## src/rtl/alu_pkg.sv

```systemverilog
// Shared definitions for the execute-stage ALU and the blocks that drive it.
//   - ALU operation codes (5-bit, as decoded by the existing ALU)
//   - div_state_t: state encoding of the sequential divider controller
//   - ALU_W / DIV_ITERS: datapath width and restoring-division step count
package alu_pkg;

  localparam int ALU_W     = 8;
  localparam int DIV_ITERS = 8;

  localparam logic [4:0] OP_AND = 5'b00000;
  localparam logic [4:0] OP_OR  = 5'b00001;
  localparam logic [4:0] OP_NOT = 5'b00010;
  localparam logic [4:0] OP_XOR = 5'b00011;
  localparam logic [4:0] OP_ADD = 5'b00100;
  localparam logic [4:0] OP_SUB = 5'b00101;
  localparam logic [4:0] OP_LSL = 5'b10000;
  localparam logic [4:0] OP_LSR = 5'b10001;

  typedef enum logic [2:0] {
    IDLE  = 3'd0,
    SHIFT = 3'd1,
    MERGE = 3'd2,
    TRIAL = 3'd3,
    DONE  = 3'd4
  } div_state_t;

  // Zero-extends one dividend bit into an ALU operand for the OR step.
  function automatic logic [ALU_W-1:0] bit_operand(input logic b);
    return {{(ALU_W-1){1'b0}}, b};
  endfunction

endpackage

```

## src/rtl/div_seq.sv

```systemverilog
// div_seq: multi-cycle unsigned 8-bit restoring divider that borrows the
// shared execute-stage ALU. Each quotient bit takes three ALU cycles:
//   SHIFT  R << 1              (LSL, result into T)
//   MERGE  T | dividend[idx]   (OR,  result into T)
//   TRIAL  T - divisor         (SUB, alu_less decides keep/restore)
// A zero divisor skips the ALU entirely and reports div_by_zero.
//
// Ports:
//   clk, reset          clock, synchronous active-high reset
//   start               division request, honoured only in IDLE
//   dividend, divisor   operands, captured when start is accepted
//   busy                high while state != IDLE
//   done                one-cycle pulse when results are updated
//   quotient, remainder registered results, held until the next done
//   div_by_zero         registered flag, set with done for divisor == 0
//   alu_sel             high while this block owns the ALU inputs
//   alu_op, alu_a, alu_b  ALU operation and operands (0 when not owned)
//   alu_out, alu_less   combinational ALU result and unsigned in1<in2 flag
module div_seq
  import alu_pkg::*;
(
  input  logic       clk,
  input  logic       reset,
  input  logic       start,
  input  logic [7:0] dividend,
  input  logic [7:0] divisor,
  output logic       busy,
  output logic       done,
  output logic [7:0] quotient,
  output logic [7:0] remainder,
  output logic       div_by_zero,
  output logic       alu_sel,
  output logic [4:0] alu_op,
  output logic [7:0] alu_a,
  output logic [7:0] alu_b,
  input  logic [7:0] alu_out,
  input  logic       alu_less
);

  div_state_t state, nxt;

  logic [7:0] r_q;    // partial remainder
  logic [7:0] q_q;    // quotient bits collected so far
  logic [7:0] d_q;    // captured dividend
  logic [7:0] v_q;    // captured divisor
  logic [7:0] t_q;    // ALU result carried between SHIFT/MERGE/TRIAL
  logic [2:0] idx_q;  // dividend bit consumed by the current iteration

  logic [7:0] r_trial;
  logic [7:0] q_trial;

  // State register
  always_ff @(posedge clk) begin
    if (reset) state <= IDLE;
    else       state <= nxt;
  end

  // Next state and ALU port drive
  always_comb begin
    nxt     = state;
    alu_sel = 1'b0;
    alu_op  = 5'b00000;
    alu_a   = 8'h00;
    alu_b   = 8'h00;
    case (state)
      IDLE: begin
        if (start) nxt = (divisor == 8'h00) ? DONE : SHIFT;
      end
      SHIFT: begin
        alu_sel = 1'b1;
        alu_op  = OP_LSL;
        alu_a   = r_q;
        alu_b   = 8'h01;
        nxt     = MERGE;
      end
      MERGE: begin
        alu_sel = 1'b1;
        alu_op  = OP_OR;
        alu_a   = t_q;
        alu_b   = bit_operand(d_q[idx_q]);
        nxt     = TRIAL;
      end
      TRIAL: begin
        alu_sel = 1'b1;
        alu_op  = OP_SUB;
        alu_a   = t_q;
        alu_b   = v_q;
        nxt     = (idx_q == 3'd0) ? DONE : SHIFT;
      end
      DONE: begin
        nxt = IDLE;
      end
      default: begin
        nxt = IDLE;
      end
    endcase
  end

  // Restoring step: keep the difference when T >= V, otherwise restore T.
  // R never exceeds 127 before a shift, so the LSL needs no carry-out.
  always_comb begin
    r_trial = alu_less ? t_q : alu_out;
    q_trial = {q_q[6:0], ~alu_less};
  end

  // Iteration registers and result capture
  always_ff @(posedge clk) begin
    if (reset) begin
      r_q         <= 8'h00;
      q_q         <= 8'h00;
      d_q         <= 8'h00;
      v_q         <= 8'h00;
      t_q         <= 8'h00;
      idx_q       <= 3'd0;
      quotient    <= 8'h00;
      remainder   <= 8'h00;
      div_by_zero <= 1'b0;
    end else begin
      case (state)
        IDLE: begin
          if (start) begin
            d_q   <= dividend;
            v_q   <= divisor;
            r_q   <= 8'h00;
            q_q   <= 8'h00;
            idx_q <= 3'd7;
            if (divisor == 8'h00) begin
              quotient    <= 8'hFF;
              remainder   <= dividend;
              div_by_zero <= 1'b1;
            end
          end
        end
        SHIFT, MERGE: begin
          t_q <= alu_out;
        end
        TRIAL: begin
          r_q <= r_trial;
          q_q <= q_trial;
          if (idx_q == 3'd0) begin
            quotient    <= q_trial;
            remainder   <= r_trial;
            div_by_zero <= 1'b0;
          end else begin
            idx_q <= idx_q - 3'd1;
          end
        end
        default: begin
        end
      endcase
    end
  end

  assign busy = (state != IDLE);
  assign done = (state == DONE);

endmodule

```

## config.mk

```make
export PLATFORM = sky130hd
export DESIGN_NAME = div_seq
export DESIGN_NICKNAME = d
export VERILOG_FILES = /design/src/rtl/alu_pkg.sv /design/src/rtl/div_seq.sv
export SDC_FILE = /design/constraint.sdc
export NUM_CORES = 1
export LEC_CHECK = 0
export ABC_AREA = 1
export CORE_ASPECT_RATIO = 0.7
export CORE_MARGIN = 2
export CORE_UTILIZATION = 25
export DETAILED_ROUTE_END_ITERATION = 6
export GPL_ROUTABILITY_DRIVEN = 0
export GPL_TIMING_DRIVEN = 0
export MAX_ROUTING_LAYER = met4
export RECOVER_POWER = 100
export SKIP_LAST_GASP = 1
export SYNTH_ARGS = -nofsm -noshare
export SYNTH_HDL_FRONTEND = slang
export SYNTH_SLANG_ARGS = --single-unit
```

## constraint.sdc

```tcl
create_clock -name clk -period 2 [get_ports clk]
set_clock_uncertainty 0.1 [all_clocks]
set_input_delay 0.4 -clock clk [delete_from_list [all_inputs] [get_ports clk]]
set_output_delay 0.4 -clock clk [all_outputs]
set_load 0.01 [all_outputs]
```

==> results of run 1 <==
==> repair_timing <==
action | 4_1_cts | 5_1_grt
cloned | 0 | 0
pin swaps | 1 | 4
endpoints found under the setup margin | 21 | 14
setup buffers | 8 | 1
gates resized for setup | 61 | 21
==> how the worst max path moves through the flow <==
stage	to	slack (ps)	cells after the start
3_5_place_dp	alu_b[0]	-360	8
4_1_cts	alu_b[0]	-100	7
2_1_floorplan	alu_a[0]	400	4
6_report	alu_a[2]	30	5
3_3_place_gp	alu_b[0]	-360	8
5_1_grt	alu_b[0]	-70	7
==> layout by cell type (no fill, tap or decap), types with 2 or more instances in the layout <==
master,Yosys,final
clkdlybuf4s50_1,0,44
nor2_4,1,2
nand2_1,90,90
clkinv_4,0,2
nor3_1,5,5
bufinv_16,0,2
inv_2,1,3
or2_2,3,3
dlygate4sd2_1,0,4
conb_1,1,2
o21ai_0,34,34
a21oi_1,44,44
buf_2,7,11
nand3_2,1,3
clkbuf_1,8,12
buf_6,2,3
dfxtp_1,62,58
a22o_1,8,8
ha_1,2,2
nand2_2,3,2
inv_1,34,31
nor2_1,56,55
nand3b_1,11,11
dfxtp_2,0,3
clkbuf_2,0,9
buf_4,6,12
clkbuf_16,0,9
nand3_1,11,9
==> critical path: stages, from the launching register on <==
cell	delay, ps
dfxtp_2	370
inv_2	70
nand3_2	130
clkinv_4	120
a22o_1	180
dlygate4sd2_1	270
==> cell type report <==
cell class | count | area (µm²) | area share, %
multi-input cells | 275 | 1313 | 33.01
flip-flops and latches | 62 | 1249 | 31.40
repair buffers | 74 | 639.4 | 16.08
clock buffers | 12 | 246.5 | 6.199
well taps | 153 | 191.4 | 4.814
inverters | 37 | 146.4 | 3.682
plain buffers | 21 | 122.6 | 3.084
clock inverters | 3 | 68.82 | 1.731
==> logic make-up (layout without fill, tap and decap cells) <==
group,after synthesis,count (layout)
buf+inv,60,147
fa+ha+maj,2,2
flops,62,62
other cells,1,2
compound gates,88,88
simple gates,183,183
==> metrics by stage <==
stage                     hold slack, ps  area, µm²  setup WS [ps]
final                              354.4       3976          30.37
after global routing               374.4       3976         -68.78
after CTS                          355.4       4021         -104.1
after detailed placement           347.1       3645         -359.1
after global placement             341.6       3645         -364.7
after floorplan                    329.2       2803          397.2
==> sequential cells by signal, indices dropped and copies added, names as in the netlist <==
name / cells
d_q: 8
quotient: 8
r_q: 8
remainder: 8
t_q: 8
v_q: 8
q_q: 7
idx_q: 3
state: 3
div_by_zero: 1
==> power groups by stage <==
| stage | clock [µW] | sequential [µW] | combinational [µW] |
|---|---|---|---|
| final | 1650 | 1480 | 913 |
| after CTS | 1680 | 1470 | 924 |
| after floorplan | 0 | 1480 | 531 |
| after detailed placement | 0 | 1490 | 881 |
| after global routing | 1730 | 1490 | 1020 |
| after global placement | 0 | 1480 | 865 |
==> routing by layer <==
metal	vias up	wire length [µm]
li1	1433	-
met1	1315	4111
met2	85	3942
met3	13	532
met4	0	112
met5	-	0
==> flow_metrics.tcl, run 1 <==
set metrics [dict create \
    synth_top_family_by_area "simple AND/OR/NAND/NOR gates" \
    holdCritPathClass "flip-flop to flip-flop" \
    worstPathMaxFanout 9 \
    slew_headroom_pct 65.15 \
    grt_pass1_vias 2803 \
    p_leak_uw 0.001765 \
    final_cells 637 \
    wl_um 8698 \
    grt_setup_unrepaired "true" \
    reg2reg_slack_ps 170 \
    critPathRequiredTime_ps 1500 \
    max_freq_mhz 507.7 \
    setup_viol 0 \
    fin_crit_ps 1970 \
    yosysWarnings 0 \
    grt_max_degree 12 \
    synth_area_um2 2799 \
    synth-compound-area-share_pct 16.99 \
    drc_errors 0 \
    final-hold-violation-count 0 \
    r2r_start "state[1]" \
    synth_seq_area_share_pct 44.35 \
    met3_usage_pct 5.199 \
    power.density_nw_per_um2 1015 \
    synth_top_area_share_pct 44.35 \
    num_rows 32 \
    yosys-top-cells-count "nand2_1 (90), dfxtp_1 (62), nor2_1 (56), a21oi_1 (44)" \
    portBuffers 65 \
    wire_per_inst_um 13.65 \
    synth_xor_area_share_pct 0 \
    crit_path_start "state[2]" \
    p_comb_share_pct 22.6 \
    path_class "flip-flop to output port" \
    diodes 0 \
    synthSimpleGateAreaFrac_pct 27.94 \
    period_share_pct 98.48 \
    cts.sinks 62 \
    yosys-top-cells-area "dfxtp_1 (44%), nand2_1 (12%), a21oi_1 (7.9%)" \
    worstHoldPathCells 2 \
    cts_hold_buf 0 \
    power.total_uw 4036 \
    slew_viol_final 0 \
    seq_power_share_pct 36.6 \
    cts.clk_slew.worst_paths_ps 50 \
    clockRootBuffer "clkbuf_16" \
    drtIter0Drc 161 \
    cts_buffers 9 \
    crit_arrival_ps 1470 \
    utilization_pct 36.25 \
    dieArea_um2 12070 \
    die_width_um 130.5 \
    antenna_left 0 \
    clock_path_buffers 2 \
    core_um2 10970 \
    yosys.area_share.adder_pct 0.8941 \
    endpoint_kind "output port" \
    p_sw_uw 1154 \
    startpoint_type "flip-flop" \
    initial_core_util_pct 25.51 \
    top_usage_layer "met2" \
    drive_above_1_share_pct 14.46 \
    vdd_drop_max_mv 0.4170 \
    vias 2846 \
    fillers 1187 \
    ys.flop_type "dfxtp_1" \
    r2r_cells 8 \
    swShare_pct 28.59 \
    hp-start "v_q[4]" \
    clkPwrFrac_pct 40.8 \
    grt_pass1_wl_um 13810 \
    gr-total-overflow 0 \
    met2_usage_pct 23.04 \
    hpwl_um 6357 \
    synth-edff-count 0 \
    syn_area_per_cell_um2 7.068 \
    num_io_pins 69 \
    tns_ps 0 \
    p_int_uw 2882 \
    outcome "finished, final reports clean" \
    maxCapViolations 0 \
    grt_antenna_before_repair 0 \
    synthToLayoutAreaGrowth_pct 42.07 \
    htree_num_levels 3 \
    insertion_delay_ps 330 \
    ys_ff_latch 62 \
    first_pass_iters 5 \
    fp.dieH_um 92.53 \
    synth_mux_area_share_pct 0 \
    worst_pin_slew_ps 522.8 \
    synth_top_cell_by_area "dfxtp_1" \
    nets 510 \
    grt_use_total_pct 15.33 \
    dp.cells 615 \
    synth_cells 396 \
    timing.rr.end "t_q[3]" \
    met1_usage_pct 19.87 \
    min_to "v_q[4]" \
    synthArstFlopShare_pct 0 \
    yosysUniqueCellTypes 26 \
    avgViaCountPerCell 4.468 \
    synth_most_common_cell "nand2_1" \
    cts_tree "yes" \
]
Note: power is estimated with default switching activity, not from simulation.
==> run 2, diff against run 1 <==
CORE_ASPECT_RATIO = 0.6   (was 0.7)
==> flow_metrics.tcl, run 2 (synthesis results as in run 1) <==
set metrics [dict create \
    tns_ps 0 \
    path_class "flip-flop to output port" \
    initial_core_util_pct 26.06 \
    final_cell_mix "nand2_1 (90), dfxtp_1 (59), nor2_1 (56), a21oi_1 (44), clkdlybuf4s50_1 (42)" \
    p_sw_uw 1170 \
    fin_crit_ps 1983 \
    num_rows 29 \
    max_freq_mhz 504.2 \
    grt_max_degree 20 \
    timing.rr.end "remainder[3]" \
    antenna_left 0 \
    slew_headroom_pct 61.86 \
    dp.cells 601 \
    final_cells 623 \
    power.density_nw_per_um2 971.4 \
    min_to "v_q[6]" \
    worstHoldPathCells 2 \
    clkPwrFrac_pct 37.7 \
    startpoint_type "flip-flop" \
    grt_antenna_before_repair 0 \
    hpwl_um 6473 \
    cts.sinks 62 \
    grt_pass1_vias 2829 \
    period_share_pct 99.17 \
    die_width_um 140.6 \
    core_um2 10740 \
    cts_tree "yes" \
    worstPathMaxFanout 9 \
    place_ws_ps -380.5 \
    power.total_uw 3809 \
    p_int_uw 2639 \
    vias 2849 \
    crit_arrival_ps 1480 \
    grt_pass1_wl_um 14280 \
    worst_slack_ps 16.54 \
    layout_commonest_cell "nand2_1" \
    p_comb_share_pct 23.6 \
    cts.clk_slew.worst_paths_ps 50 \
    p_leak_uw 0.001770 \
    hp-start "v_q[6]" \
    wire_per_inst_um 14.17 \
    grt_setup_unrepaired "true" \
    clockRootBuffer "clkbuf_16" \
    avgViaCountPerCell 4.573 \
    insertion_delay_ps 330 \
    final-hold-violation-count 0 \
    setup_viol 0 \
    drc_errors 0 \
    reg2reg_slack_ps 110 \
    endpoint_kind "output port" \
    clock_path_buffers 2 \
    diodes 0 \
    htree_num_levels 3 \
    vdd_drop_max_mv 0.4249 \
    slew_viol_final 0 \
    gr-total-overflow 0 \
    portBuffers 65 \
    seq_power_share_pct 38.6 \
    cts_buffers 9 \
    critPathRequiredTime_ps 1500 \
    outcome "finished, final reports clean" \
    maxCapViolations 0 \
    fp.dieH_um 85.96 \
    holdCritPathClass "flip-flop to flip-flop" \
    grt_use_total_pct 15.50 \
    num_io_pins 69 \
    utilization_pct 36.51 \
    swShare_pct 30.71 \
    nets 510 \
    wl_um 8826 \
    drtIter0Drc 180 \
    synthToLayoutAreaGrowth_pct 40.10 \
    worst_pin_slew_ps 572.2 \
    r2r_cells 9 \
    r2r_start "state[1]" \
    dieArea_um2 12090 \
    first_pass_iters 5 \
    drive_above_1_share_pct 13.02 \
]
## run 2: cell count changes in the layout (fill, tap and decap cells not counted), sizes merged
cell / previous run / this run
clkdlybuf4s50: 44 / 42
bufinv: 2 / 0
dlymetal6s2s: 0 / 2
buf: 27 / 26
clkbuf: 31 / 27
clkinv: 3 / 5
dlygate4sd2: 4 / 7
clkdlybuf4s15: 0 / 1
clkinvlp: 0 / 1
## run 2: area by class of cell
class,count,area (µm²)
inverter,37,151.4
clock inverter,4,22.52
fill,1114,6819
tap,139,173.9
sequential,62,1245
buffer,22,128.9
multi-input combinational,275,1300
timing repair buffer,73,646.9
clock buffer,11,252.7
## run 2: timing repair
| item | in CTS | in global routing |
|---|---|---|
| hold buffers | 0 | 0 |
| resized for setup | 59 | 14 |
| pin swaps | 1 | 1 |
| endpoints found under the setup margin | 22 | 20 |
| setup buffers | 6 | 2 |
## run 2: critical path: stages, from the launching register on
cell and delay, ps:
dfxtp_2 370, inv_2 70, nand3_2 130, clkinv_4 120
a22o_1 190, dlygate4sd2_1 270
## run 2: how the worst max path moves through the flow
stage                        start        to  slack [ps]  depth (start not counted)
after floorplan           state[2]  alu_a[0]         400                          4
after global placement    state[1]  alu_b[0]        -360                          8
after detailed placement  state[1]  alu_b[0]        -380                          8
after CTS                 state[1]  alu_b[0]        -140                          7
after global routing      state[1]  alu_b[0]         -60                          7
final                     state[2]  alu_a[3]          20                          5
## run 2: power groups by stage
stage          clock [µW]  combinational (µW)  sequential (µW)
2_1_floorplan           0                 531             1480
3_3_place_gp            0                 865             1480
3_5_place_dp            0                 877             1490
4_1_cts              1450                 906             1470
5_1_grt              1520                1020             1490
6_report             1440                 901             1470
## run 2: layer usage
layer / wire length [µm] / vias up / GRT usage [%] / part of all wire (%)
met3: 425 / 8 / 4.020 / 4.8
met5: 0 / - / - / 0
met4: 71 / 0 / 3.818 / 0.80
met2: 3767 / 84 / 23.02 / 43
met1: 4560 / 1319 / 21.10 / 52
li1: - / 1438 / - / -
## run 2: through the flow
stage               hold slack [ps]  cell area, µm²
finish                        350.1            3921
global route                  383.5            3921
CTS                           355.7            3964
detailed placement            347.3            3627
global placement              344.0            3627
floorplan                     329.2            2803
